`src/rtl/can_frame_receiver.sv`:
```
// CAN 2.0A receive path. Destuffs the sampled bit stream, parses standard data and remote
// frames, checks CRC-15 and fixed-form fields, drives the ACK slot, and reports a frame or an error.
module can_frame_receiver #(
  parameter int unsigned MAX_BYTES = 8,
  parameter int unsigned IDLE_BITS = 11
) (
  input  logic        can_clk,
  input  logic        reset,
  input  logic        sample_en,
  input  logic        can_hi_in,
  output logic        ack_out,
  output logic        rx_valid,
  output logic [10:0] rx_id,
  output logic        rx_rtr,
  output logic [3:0]  rx_dlc,
  output logic [63:0] rx_data,
  output logic        rx_err,
  output logic [2:0]  err_code,
  output logic        busy
);
  localparam int unsigned ID_W   = 11;
  localparam int unsigned DLC_W  = 4;
  localparam int unsigned DATA_W = 64;
  localparam int unsigned CRC_W  = 15;
  localparam int unsigned CNT_W  = 7;
  localparam int unsigned RUN_W  = 3;
  localparam logic [CRC_W-1:0] CRC_POLY = 15'h4599;
  localparam logic [2:0] ERR_STUFF = 3'd1;
  localparam logic [2:0] ERR_CRC   = 3'd2;
  localparam logic [2:0] ERR_FORM  = 3'd3;
  localparam logic [2:0] ERR_IDE   = 3'd4;

  typedef enum logic [3:0] {
    S_IDLE, S_ARB, S_CTRL, S_DATA, S_CRC, S_CRC_DEL, S_ACK, S_ACK_DEL, S_EOF, S_ERROR
  } state_t;

  state_t              state, state_d;
  logic [CNT_W-1:0]    cnt, cnt_d;
  logic [RUN_W-1:0]    run_cnt, run_cnt_d;
  logic                run_lvl, run_lvl_d;
  logic [CRC_W-1:0]    crc, crc_d, crc_rx, crc_rx_d;
  logic                ack_d, rx_valid_d, rx_err_d, rx_rtr_d, busy_d;
  logic [2:0]          err_code_d;
  logic [ID_W-1:0]     rx_id_d;
  logic [DLC_W-1:0]    rx_dlc_d;
  logic [DATA_W-1:0]   rx_data_d;
  logic                bit_c, in_stuff_c, is_stuff_c, stuff_err_c, data_bit_c;
  logic                err_hit_c;
  logic [2:0]          err_kind_c;
  logic [CNT_W-1:0]    last_data_c;

  function automatic logic [CRC_W-1:0] crc_step(input logic [CRC_W-1:0] c, input logic d);
    crc_step = {c[CRC_W-2:0], 1'b0} ^ ((c[CRC_W-1] ^ d) ? CRC_POLY : CRC_W'(0));
  endfunction

  function automatic logic [DLC_W-1:0] byte_count(input logic rtr, input logic [DLC_W-1:0] dlc);
    if (rtr)                          byte_count = '0;
    else if (dlc > DLC_W'(MAX_BYTES)) byte_count = DLC_W'(MAX_BYTES);
    else                              byte_count = dlc;
  endfunction

  // Stuff bit expected once five equal bits are seen, including right after the last CRC bit.
  assign bit_c       = ~can_hi_in;
  assign in_stuff_c  = (state inside {S_ARB, S_CTRL, S_DATA, S_CRC}) ||
                       (state == S_CRC_DEL && run_cnt == RUN_W'(5));
  assign is_stuff_c  = sample_en && in_stuff_c && (run_cnt == RUN_W'(5));
  assign stuff_err_c = is_stuff_c && (bit_c == run_lvl);
  assign data_bit_c  = sample_en && !is_stuff_c;
  assign last_data_c = {byte_count(rx_rtr, rx_dlc), 3'b000} - CNT_W'(1);

  always_ff @(posedge can_clk or negedge reset) begin
    if (!reset) begin
      state    <= S_IDLE;
      cnt      <= '0;
      run_cnt  <= '0;
      run_lvl  <= 1'b0;
      crc      <= '0;
      crc_rx   <= '0;
      ack_out  <= 1'b0;
      rx_valid <= 1'b0;
      rx_err   <= 1'b0;
      err_code <= '0;
      rx_id    <= '0;
      rx_rtr   <= 1'b0;
      rx_dlc   <= '0;
      rx_data  <= '0;
      busy     <= 1'b0;
    end else begin
      state    <= state_d;
      cnt      <= cnt_d;
      run_cnt  <= run_cnt_d;
      run_lvl  <= run_lvl_d;
      crc      <= crc_d;
      crc_rx   <= crc_rx_d;
      ack_out  <= ack_d;
      rx_valid <= rx_valid_d;
      rx_err   <= rx_err_d;
      err_code <= err_code_d;
      rx_id    <= rx_id_d;
      rx_rtr   <= rx_rtr_d;
      rx_dlc   <= rx_dlc_d;
      rx_data  <= rx_data_d;
      busy     <= busy_d;
    end
  end

  // Frame sequencing and error detection.
  always_comb begin
    state_d    = state;
    err_hit_c  = 1'b0;
    err_kind_c = '0;
    if (sample_en) begin
      case (state)
        S_IDLE:    if (!bit_c) state_d = S_ARB;
        S_ARB: begin
          if (stuff_err_c) begin err_hit_c = 1'b1; err_kind_c = ERR_STUFF; end
          else if (data_bit_c && cnt == CNT_W'(ID_W)) state_d = S_CTRL;
        end
        S_CTRL: begin
          if (stuff_err_c) begin err_hit_c = 1'b1; err_kind_c = ERR_STUFF; end
          else if (data_bit_c && cnt == '0 && bit_c) begin err_hit_c = 1'b1; err_kind_c = ERR_IDE; end
          else if (data_bit_c && cnt == CNT_W'(5))
            state_d = (byte_count(rx_rtr, {rx_dlc[DLC_W-2:0], bit_c}) == '0) ? S_CRC : S_DATA;
        end
        S_DATA: begin
          if (stuff_err_c) begin err_hit_c = 1'b1; err_kind_c = ERR_STUFF; end
          else if (data_bit_c && cnt == last_data_c) state_d = S_CRC;
        end
        S_CRC: begin
          if (stuff_err_c) begin err_hit_c = 1'b1; err_kind_c = ERR_STUFF; end
          else if (data_bit_c && cnt == CNT_W'(CRC_W - 1)) state_d = S_CRC_DEL;
        end
        S_CRC_DEL: begin
          if (stuff_err_c) begin err_hit_c = 1'b1; err_kind_c = ERR_STUFF; end
          else if (!is_stuff_c) begin
            if (!bit_c)             begin err_hit_c = 1'b1; err_kind_c = ERR_FORM; end
            else if (crc_rx != crc) begin err_hit_c = 1'b1; err_kind_c = ERR_CRC;  end
            else                    state_d = S_ACK;
          end
        end
        S_ACK:     state_d = S_ACK_DEL;
        S_ACK_DEL: begin
          if (!bit_c) begin err_hit_c = 1'b1; err_kind_c = ERR_FORM; end
          else        state_d = S_EOF;
        end
        S_EOF: begin
          if (!bit_c)                   begin err_hit_c = 1'b1; err_kind_c = ERR_FORM; end
          else if (cnt == CNT_W'(6))    state_d = S_IDLE;
        end
        S_ERROR:   if (bit_c && cnt == CNT_W'(IDLE_BITS - 1)) state_d = S_IDLE;
        default:   state_d = S_IDLE;
      endcase
      if (err_hit_c) state_d = S_ERROR;
    end
  end

  // Counters, CRC, field capture and registered outputs.
  always_comb begin
    cnt_d      = cnt;
    run_cnt_d  = run_cnt;
    run_lvl_d  = run_lvl;
    crc_d      = crc;
    crc_rx_d   = crc_rx;
    ack_d      = ack_out;
    rx_valid_d = 1'b0;
    rx_err_d   = err_hit_c;
    err_code_d = err_code;
    rx_id_d    = rx_id;
    rx_rtr_d   = rx_rtr;
    rx_dlc_d   = rx_dlc;
    rx_data_d  = rx_data;
    busy_d     = (state_d != S_IDLE);
    if (sample_en) begin
      ack_d = 1'b0;
      if (state_d != state)                    cnt_d = '0;
      else if (state == S_ERROR)               cnt_d = bit_c ? cnt + CNT_W'(1) : '0;
      else if (data_bit_c && state != S_IDLE)  cnt_d = cnt + CNT_W'(1);
      if (in_stuff_c) begin
        if (is_stuff_c || bit_c != run_lvl) begin
          run_lvl_d = bit_c;
          run_cnt_d = RUN_W'(1);
        end else begin
          run_cnt_d = run_cnt + RUN_W'(1);
        end
      end
      case (state)
        S_IDLE: if (!bit_c) begin
          run_cnt_d = RUN_W'(1);
          run_lvl_d = 1'b0;
          crc_d     = crc_step('0, 1'b0);
          crc_rx_d  = '0;
          rx_id_d   = '0;
          rx_rtr_d  = 1'b0;
          rx_dlc_d  = '0;
          rx_data_d = '0;
        end
        S_ARB: if (data_bit_c) begin
          crc_d = crc_step(crc, bit_c);
          if (cnt < CNT_W'(ID_W)) rx_id_d = {rx_id[ID_W-2:0], bit_c};
          else                    rx_rtr_d = bit_c;
        end
        S_CTRL: if (data_bit_c) begin
          crc_d = crc_step(crc, bit_c);
          if (cnt >= CNT_W'(2)) rx_dlc_d = {rx_dlc[DLC_W-2:0], bit_c};
        end
        S_DATA: if (data_bit_c) begin
          crc_d     = crc_step(crc, bit_c);
          rx_data_d = rx_data | (DATA_W'(bit_c) << (6'd63 - cnt[5:0]));
        end
        S_CRC:     if (data_bit_c) crc_rx_d = {crc_rx[CRC_W-2:0], bit_c};
        S_CRC_DEL: if (state_d == S_ACK) ack_d = 1'b1;
        S_EOF:     if (state_d == S_IDLE) rx_valid_d = 1'b1;
        default: ;
      endcase
    end
    if (err_hit_c) begin
      err_code_d = err_kind_c;
      ack_d      = 1'b0;
    end else if (rx_valid_d) begin
      err_code_d = '0;
    end
  end
endmodule

```
`config.mk`:
```
export PLATFORM = sky130hd
export DESIGN_NAME = can_frame_receiver
export DESIGN_NICKNAME = d
export VERILOG_FILES = /design/src/rtl/can_frame_receiver.sv
export SDC_FILE = /design/constraint.sdc
export NUM_CORES = 1
export LEC_CHECK = 0
export CAP_MARGIN = 20
export CORE_MARGIN = 2
export CORE_UTILIZATION = 40
export CTS_CLUSTER_SIZE = 14
export DETAILED_ROUTE_END_ITERATION = 7
export HOLD_SLACK_MARGIN = 0.12
export PLACE_DENSITY = 0.63
export SKIP_LAST_GASP = 1
export SLEW_MARGIN = 20
export SYNTH_ARGS = -nofsm -noshare
export SYNTH_HDL_FRONTEND = slang
export SYNTH_SLANG_ARGS = --single-unit
```
`constraint.sdc`:
```
create_clock -name can_clk -period 5.4 [get_ports can_clk]
set_input_delay 1.35 -clock can_clk [delete_from_list [all_inputs] [get_ports can_clk]]
set_output_delay 1.35 -clock can_clk [all_outputs]
set_load 0.01 [all_outputs]
```
==> flow_summary.yaml, run 1 <==
finish:
  layout.nets: 802
  post-route-util_pct: 51.7
  fillers: 1450
  stdcell_count: 1020
  final_common_cell: "dfrtp_1"
  regArea_um2: 3300
  multi_input_area_um2: 2910
  drive_above_1_share_pct: 8.33
  synthToLayoutAreaGrowth_pct: 26.6
  layout_common_cells: "132 x dfrtp_1, 110 x nand2_1, 91 x nor2_1, 89 x clkdlybuf4s50_1, 71 x a21oi_1"
  antenna_cells: 0
power:
  ir_worst_vdd_mv: 0.223
  pwr_density_cell_nw_per_um2: 412
  p_total_mw: 3.37
  p_leak_nw: 3.56
min_path:
  min_path_cells: 2
  hp-class: "flop to flop"
sta:
  worst_pin_slew_ns: 1.11
  slew-limit-headroom_pct: 25.2
  rsz0062_at_grt: "no"
  setup_viol: 0
  finalCritPeriodShare_pct: 76.8
  max_freq_mhz: 241
  min_period_ns: 4.15
  final_hold_viol_count: 0
  fin_ws_ns: 1.25
  setup_tns_ns: 0
  slew_viol_final: 0
  fin_skew_ns: 0.00806
worst_setup_path:
  cp-end-kind: "flop"
  slowest_delay_ns: 0.72
  path_max_fanout: 20
  cp_cell_sequence: "clkdlybuf4s50_1, buf_4, inv_2, o41ai_1, buf_4, a211o_1, nand2_1, a311oi_2, a21oi_2, o221ai_1"
  path_class: "primary input to flop"
  arrival_ns: 4.47
  cp_top_family: "compound AO/OA/AOI/OAI gates"
  path_common_cell: "buf_4"
  critPathSlowestCell: "clkdlybuf4s50_1"
  cp-start-kind: "primary input"
  cp.required_ns: 5.72
  crit_buf_inv: 4
  reg2regPathDepth: 8
  cp_num_cells: 10
clock_tree:
  clock_path_buffers: 2
  clkSinkCount: 132
  clk_pin_slew_ns: 0.06
  cts_root_buffer: "clkbuf_16"
  cts_resized: 0
  tritoncts: "built"
  postCtsHoldBufs: 0
  cts_made_buffers: 17
  clk_latency_ns: 0.42
  post-cts-setup-buffer-count: 0
  htree_levels: 4
global_routing:
  overflow: 0
  grt_pass1_vias: 5364
  grtUsageTotal_pct: 22.0
  grt_max_degree: 73
  grt_antenna_before_repair: 0
  grt_pass1_wl_um: 28900
yosys:
  async_flop_share_pct: 100
  avgSynthCellArea_um2: 9.11
  synth_largest_area_cell: "dfrtp_1"
  ys.flop_type: "dfrtp_1"
  syn_nets: 720
  synth_enable_flop_cells: 0
  yosysSeqAreaShare_pct: 51.1
  synth_seq_cells: 132
  synth_cell_types: 68
  syn-cell-area_um2: 6460
  synthTopCellsByArea: "dfrtp_1 51%, nand2_1 6.4%, a21oi_1 5.5%"
  yosys.area.top_type_share_pct: 51.1
  synthCells: 709
  yosysWarningCount: 0
placed_design:
  place_congestion: 0.911
  dp.final_hpwl_um: 12500
  io_buffer_count: 90
  place_inst: 988
  pre_cts_slack_ns: 0.904
drt:
  vias: 5548
  viasPerCell: 5.44
  routedWlPerCell_um: 17.6
  drc: 0
  drtIter0Drc: 398
  wl_um: 18000
  ant_nets: 0
  dr.pass1.iters: 5
floorplanning:
  core_um2: 15800
  chipHeight_um: 131
  die_area_um2: 17200
  rows: 46
  io_pins: 91
  die_x_um: 131
  start_util_pct: 40.8
flow_run:
  max_cap_viol_count: 0
run_status:
  status: "completed"
## synth_stat cells (8+ instances only)
cell,count
inv_1,18
o31ai_1,11
o21ai_0,55
clkbuf_1,25
buf_2,8
a31oi_1,8
xor2_1,18
dfrtp_1,132
nand2_1,110
a21oi_1,71
nand3_1,15
nor4_1,10
nor3_1,21
xnor2_1,10
nor2_1,91
## state kept, by name, indices dropped and copies added, names as in the netlist, 3 cells and up
register  flops
err_code      3
rx_id        11
rx_data      64
crc          15
cnt           7
state         4
rx_dlc        4
crc_rx       15
run_cnt       3
## routing by layer
layer,global-route usage [%],wire [µm],part of all wire (%),vias up
met5,0,0,0,-
met4,6.95,327,1.8,0
met3,8.36,1430,8.0,28
met2,33.8,8250,46,182
met1,29.0,7960,44,2703
li1,-,-,-,2635
## path summary, 6_finish.rpt
path                                start           to  slack [ns]
worst max-delay path            sample_en       cnt[6]        1.25
worst min-delay path            rx_id[10]    rx_id[10]        0.48
worst max register to register   state[2]       cnt[6]        1.86
worst min register to register  rx_id[10]    rx_id[10]        0.48
max in group asynchronous           reset  rx_data[32]        3.30
min in group asynchronous           reset     rx_id[5]        1.04
## layout make-up
cell class | instances | share of cell area, %
Multi-Input combinational cell | 518 | 35.6
Clock buffer | 17 | 5.20
Inverter | 19 | 0.872
Tap cell | 216 | 3.30
Timing Repair Buffer | 103 | 12.2
Clock inverter | 15 | 2.51
Sequential cell | 132 | 40.4
## worst min-delay path: stages, from the launching register on
cell,delay (ns)
dfrtp_1,0.34
nand2_1,0.04
o21ai_0,0.06
## metrics by stage
stage / cell area, µm² / hold WS [ns]
after CTS: 8180 / 0.484
after floorplan: 6460 / 0.469
after global placement: 7540 / 0.465
after detailed placement: 7540 / 0.470
final: 8180 / 0.476
after global routing: 8180 / 0.497
## kinds of logic (layout without fill, tap and decap cells)
| kind of cell | count (synthesis) | count (layout) | share of synthesized area, % |
|---|---|---|---|
| AOI/OAI and AO/OA | 186 | 186 | 17.8 |
| adders and majority gates | 7 | 7 | 1.36 |
| DFF | 132 | 132 | 51.1 |
| buffers and inverters | 59 | 154 | 3.93 |
| xor gates and xnor gates | 28 | 28 | 3.80 |
| muxes | 3 | 3 | 0.465 |
| and+or+nand+nor | 294 | 294 | 21.5 |
## power breakdown
group	leakage, nW	internal [mW]	switching, mW
Combinational	1.46	0.331	0.526
Sequential	1.81	1.11	0.178
Clock	0.288	0.774	0.453
No activity file was read; power rests on OpenSTA's default activity.
==> run 2: changes to the inputs <==
--- a/config.mk
+++ b/config.mk
@@ -11,7 +11,7 @@
 export CTS_CLUSTER_SIZE = 14
 export DETAILED_ROUTE_END_ITERATION = 7
 export HOLD_SLACK_MARGIN = 0.12
-export PLACE_DENSITY = 0.63
+export PLACE_DENSITY = 0.65
 export SKIP_LAST_GASP = 1
 export SLEW_MARGIN = 20
 export SYNTH_ARGS = -nofsm -noshare
==> constraint.sdc (replaced) <==
create_clock -name can_clk -period 3.3 [get_ports can_clk]
set_input_delay 0.825 -clock can_clk [delete_from_list [all_inputs] [get_ports can_clk]]
set_output_delay 0.825 -clock can_clk [all_outputs]
set_load 0.01 [all_outputs]
==> flow_summary.yaml, run 2 (synthesis results as in run 1) <==
run_status:
  status: "completed"
sta:
  setup_viol: 0
  max_freq_mhz: 325
  final_hold_viol_count: 0
  fin_ws_ns: 0.222
  finalCritPeriodShare_pct: 93.3
  slew_viol_final: 0
  min_period_ns: 3.08
  slew-limit-headroom_pct: 46.4
  worst_pin_slew_ns: 0.804
  fin_skew_ns: 0.0157
  hold_slack_ns: 0.186
  rsz0062_at_grt: "no"
drt:
  wl_met3_um: 1460
  ant_nets: 0
  highest_layer: "met4"
  wl_met2_um: 8860
  wl_um: 18900
  dr.pass1.iters: 5
  wl_met1_um: 8190
  vias: 5800
  routedWlPerCell_um: 17.6
  drc: 0
  drtIter0Drc: 541
  viasPerCell: 5.39
floorplanning:
  start_util_pct: 40.8
  core_um2: 15800
  die_x_um: 131
  chipHeight_um: 131
  io_pins: 91
  die_area_um2: 17200
  rows: 46
worst_setup_path:
  cp_cell_sequence: "nor3b_4, inv_1, ha_1, xor2_1, nand3_1, or4_4, o31a_1, o21ai_0, buf_4, o21ai_0, nand4b_1"
  cp_top_family: "simple AND/OR/NAND/NOR gates"
  cp-start-kind: "flop"
  path_common_cell: "o21ai_0"
  cp-end-kind: "flop"
  arrival_ns: 3.36
  cp.required_ns: 3.59
  path_max_fanout: 6
  crit_buf_inv: 2
  path_class: "flop to flop"
  slowest_delay_ns: 0.55
  critPathSlowestCell: "or4_4"
placed_design:
  io_buffer_count: 90
  place_inst: 1043
  place_congestion: 0.955
  pre_cts_slack_ns: -0.195
  dp.final_hpwl_um: 13200
  post_dp_cell_area_um2: 7980
finish:
  post-route-util_pct: 54.5
  multi_input_area_um2: 2940
  final_cell_area_um2: 8630
  layout.nets: 858
  largest_register_ffs: 64
  final_common_cell: "dfrtp_1"
  reg_top3: "rx_data x64, crc x15, crc_rx x15"
  synthToLayoutAreaGrowth_pct: 33.5
  stdcell_count: 1076
  drive_above_1_share_pct: 14.7
  fillers: 1434
  regArea_um2: 3300
  top_register: "rx_data"
  antenna_cells: 0
  layout_common_cells: "131 x dfrtp_1, 110 x nand2_1, 91 x nor2_1, 89 x clkdlybuf4s50_1, 71 x a21oi_1"
global_routing:
  grt_antenna_before_repair: 0
  grt_pass1_wl_um: 30700
  grt_max_degree: 131
  grt_pass1_vias: 5802
  overflow: 0
  grtUsageTotal_pct: 23.2
clock_tree:
  cts_made_buffers: 17
  clock_path_buffers: 2
  tritoncts: "built"
  cts_root_buffer: "clkbuf_16"
  clkSinkCount: 132
  clk_latency_ns: 0.43
  htree_levels: 4
  clk_pin_slew_ns: 0.06
power:
  pwr_density_cell_nw_per_um2: 663
  ir_worst_vdd_mv: 0.432
  p_leak_nw: 3.85
min_path:
  hp-class: "primary input to async pin"
flow_run:
  max_cap_viol_count: 0
run 2: path summary, 6_finish.rpt:
| kind | startpoint | to | slack, ns | cells after the start |
|---|---|---|---|---|
| setup / recovery | rx_dlc[3] | busy | 0.22 | 11 |
| hold / removal | reset | rx_data[53] | 0.19 | 1 |
| setup reg to reg | rx_dlc[3] | busy | 0.22 | 11 |
| hold reg to reg | rx_id[10] | rx_id[10] | 0.49 | 2 |
| max in group asynchronous | reset | rx_dlc[0] | 2.19 | 2 |
| min in group can_clk | rx_id[10] | rx_id[10] | 0.49 | 2 |
run 2: worst register-to-register path: cells and delay by family, from the launching register on:
family          cells  cell delay, ns
simple gates        4            1.10
compound gates      3            0.71
flops               1            0.46
fa+ha+maj           1            0.30
buf+inv             2            0.24
xor+xnor            1            0.14
run 2: power by group:
part,switching [mW],leakage (nW),internal (mW)
Clock,0.793,0.284,1.15
Combinational,1.01,1.75,0.725
Sequential,0.218,1.81,1.82
run 2: through the flow:
step,TNS (ns),total power [mW]
final,0,5.72
after global routing,0,6.03
after CTS,0,5.71
after detailed placement,-1.46,3.75
after global placement,-0.976,3.71
after floorplan,0,3.06
run 2: final cells by class:
| class | instances | share of cell area, % |
|---|---|---|
| multi-input cells | 518 | 34.0 |
| clock buffers | 18 | 5.09 |
| repair buffers | 159 | 16.7 |
| clock inverters | 14 | 1.91 |
| inverters | 19 | 0.827 |
| flip-flops and latches | 132 | 38.3 |
| well taps | 216 | 3.13 |
run 2: metal layers:
layer | track usage (%) | up-vias
met5 | 0 | -
met4 | 7.82 | 0
met3 | 7.95 | 29
met2 | 35.4 | 188
met1 | 31.0 | 2847
li1 | - | 2736
run 2: what timing repair did:
item | 4_1_cts | 5_1_grt
hold buffers | 0 | 0
endpoints found under the setup margin | 0 | 10
buffers inserted | 0 | 1
gates resized for setup | 0 | 7
hold endpoints to repair | 0 | 0
==> run 3: changes to the inputs <==
--- a/config.mk
+++ b/config.mk
@@ -7,11 +7,11 @@
 export LEC_CHECK = 0
 export CAP_MARGIN = 20
 export CORE_MARGIN = 2
-export CORE_UTILIZATION = 40
+export CORE_UTILIZATION = 50
 export CTS_CLUSTER_SIZE = 14
 export DETAILED_ROUTE_END_ITERATION = 7
 export HOLD_SLACK_MARGIN = 0.12
-export PLACE_DENSITY = 0.65
+export PLACE_DENSITY = 0.78
 export SKIP_LAST_GASP = 1
 export SLEW_MARGIN = 20
 export SYNTH_ARGS = -nofsm -noshare
==> flow_summary.yaml, run 3 (synthesis results as in run 1) <==
floorplanning:
  start_util_pct: 51.2
  core_um2: 12600
  die_x_um: 118
  rows: 41
  die_area_um2: 13800
  io_pins: 91
  chipHeight_um: 118
power:
  pwr_density_cell_nw_per_um2: 652
  p_total_mw: 5.58
  ir_worst_vdd_mv: 0.398
  p_leak_nw: 3.85
sta:
  setup_tns_ns: 0
  min_period_ns: 3.11
  final_hold_viol_count: 0
  slew-limit-headroom_pct: 30.5
  worst_pin_slew_ns: 1.04
  max_freq_mhz: 321
  finalCritPeriodShare_pct: 94.3
  rsz0062_at_grt: "yes"
  slew_viol_final: 0
  setup_viol: 0
  fin_skew_ns: 0.00892
clock_tree:
  clkSinkCount: 132
  clk_pin_slew_ns: 0.05
  cts_root_buffer: "clkbuf_16"
  clk_latency_ns: 0.43
  clock_path_buffers: 2
  htree_levels: 4
  cts_made_buffers: 17
  tritoncts: "built"
worst_setup_path:
  critPathSlowestCell: "clkdlybuf4s50_1"
  arrival_ns: 3.44
  slowest_delay_ns: 0.49
  cp.required_ns: 3.62
  reg2reg_from: "run_cnt[1]"
  reg2reg_slack_ns: 0.22
  crit_buf_inv: 2
  reg2regPathDepth: 11
  cp_top_family: "compound AO/OA/AOI/OAI gates"
  regToRegEndpoint: "cnt[6]"
  cp-start-kind: "primary input"
  cp-end-kind: "flop"
  path_max_fanout: 6
  cp_cell_sequence: "clkdlybuf4s50_1, nor4_1, nand4_1, buf_4, a211o_1, o311a_1, nor4_2, a21oi_4, o221ai_1"
  path_class: "primary input to flop"
flow_run:
  max_cap_viol_count: 0
finish:
  antenna_cells: 0
  layout.nets: 861
  synthToLayoutAreaGrowth_pct: 32.4
  drive_above_1_share_pct: 14.5
  post-route-util_pct: 67.8
  layout_common_cells: "132 x dfrtp_1, 110 x nand2_1, 91 x nor2_1, 89 x clkdlybuf4s50_1"
  final_common_cell: "dfrtp_1"
  largest_register_ffs: 64
  top_register: "rx_data"
  reg_top3: "rx_data x64, crc x15, crc_rx x15"
placed_design:
  place_congestion: 0.919
  io_buffer_count: 90
  dp.final_hpwl_um: 12800
run_status:
  status: "completed"
drt:
  dr.pass1.iters: 5
  drtIter0Drc: 515
  ant_nets: 0
  wl_um: 18200
  routedWlPerCell_um: 17.6
  drc: 0
  viasPerCell: 5.62
  vias: 5803
min_path:
  hold_path_end: "rx_id[10]"
  min-delay-start: "rx_id[10]"
  min_path_cells: 2
  hp-class: "flop to flop"
global_routing:
  grtUsageTotal_pct: 27.0
  grt_pass1_wl_um: 29700
  grt_max_degree: 70
  grt_antenna_before_repair: 0
  grt_pass1_vias: 5703
  overflow: 0
-- run 3: cell types whose count changed in the layout (fill, tap and decap cells not counted), sizes merged --
| cell | previous run | this run |
|---|---|---|
| buf | 70 | 73 |
| inv | 26 | 20 |
| clkbuf | 18 | 22 |
| bufinv | 2 | 1 |
-- run 3: worst reg2reg max path: cells and delay by family (launching register included) --
family / cells / cell delay [ns]
and+or+nand+nor: 3 / 0.64
buffers and inverters: 2 / 0.21
AOI/OAI and AO/OA: 5 / 1.51
DFF: 1 / 0.39
adders and majority gates: 1 / 0.22
-- run 3: stage by stage --
step                instance area, µm²  hold WS, ns  std cells  setup slack [ns]
finish                            8550        0.485       1032             0.188
global route                      8550        0.518       1032           -0.0455
CTS                               8510        0.495       1030             0.102
detailed placement                7940        0.483       1001            -0.316
global placement                  7940        0.463       1001            -0.188
floorplan                         6460        0.469        709             0.337
-- run 3: how the worst max path moves through the flow --
stage / startpoint / endpoint / slack, ns / cells after the start
6_report: can_hi_in / cnt[6] / 0.19 / 9
5_1_grt: can_hi_in / cnt[6] / -0.05 / 9
4_1_cts: can_hi_in / cnt[6] / 0.10 / 8
3_5_place_dp: can_hi_in / cnt[6] / -0.32 / 8
3_3_place_gp: can_hi_in / cnt[2] / -0.19 / 8
2_1_floorplan: rx_rtr / cnt[4] / 0.34 / 11
-- run 3: area by class of cell --
class | instances | area (µm²)
Clock inverter | 7 | 73.8
Timing Repair Buffer | 162 | 1460
Fill cell | 1026 | 4070
Tap cell | 172 | 215
Multi-Input combinational cell | 518 | 2930
Inverter | 19 | 71.3
Clock buffer | 22 | 494
Sequential cell | 132 | 3300
-- run 3: where the power goes --
| part | internal [mW] | total (mW) | switching (mW) |
|---|---|---|---|
| logic | 0.733 | 1.72 | 0.987 |
| clock network | 1.12 | 1.81 | 0.683 |
| registers | 1.82 | 2.05 | 0.235 |
| total | 3.67 | 5.58 | 1.90 |
-- run 3: routing by layer --
metal	share of wire (%)	track usage, %
met5	0	0
met4	1.9	9.26
met3	6.7	8.62
met2	48	43.3
met1	43	34.7
-- run 3: what timing repair did --
item / CTS / global route
buffers inserted: 0 / 2
resized for setup: 0 / 4
hold buffers: 0 / 0
setup endpoints to repair: 0 / 9
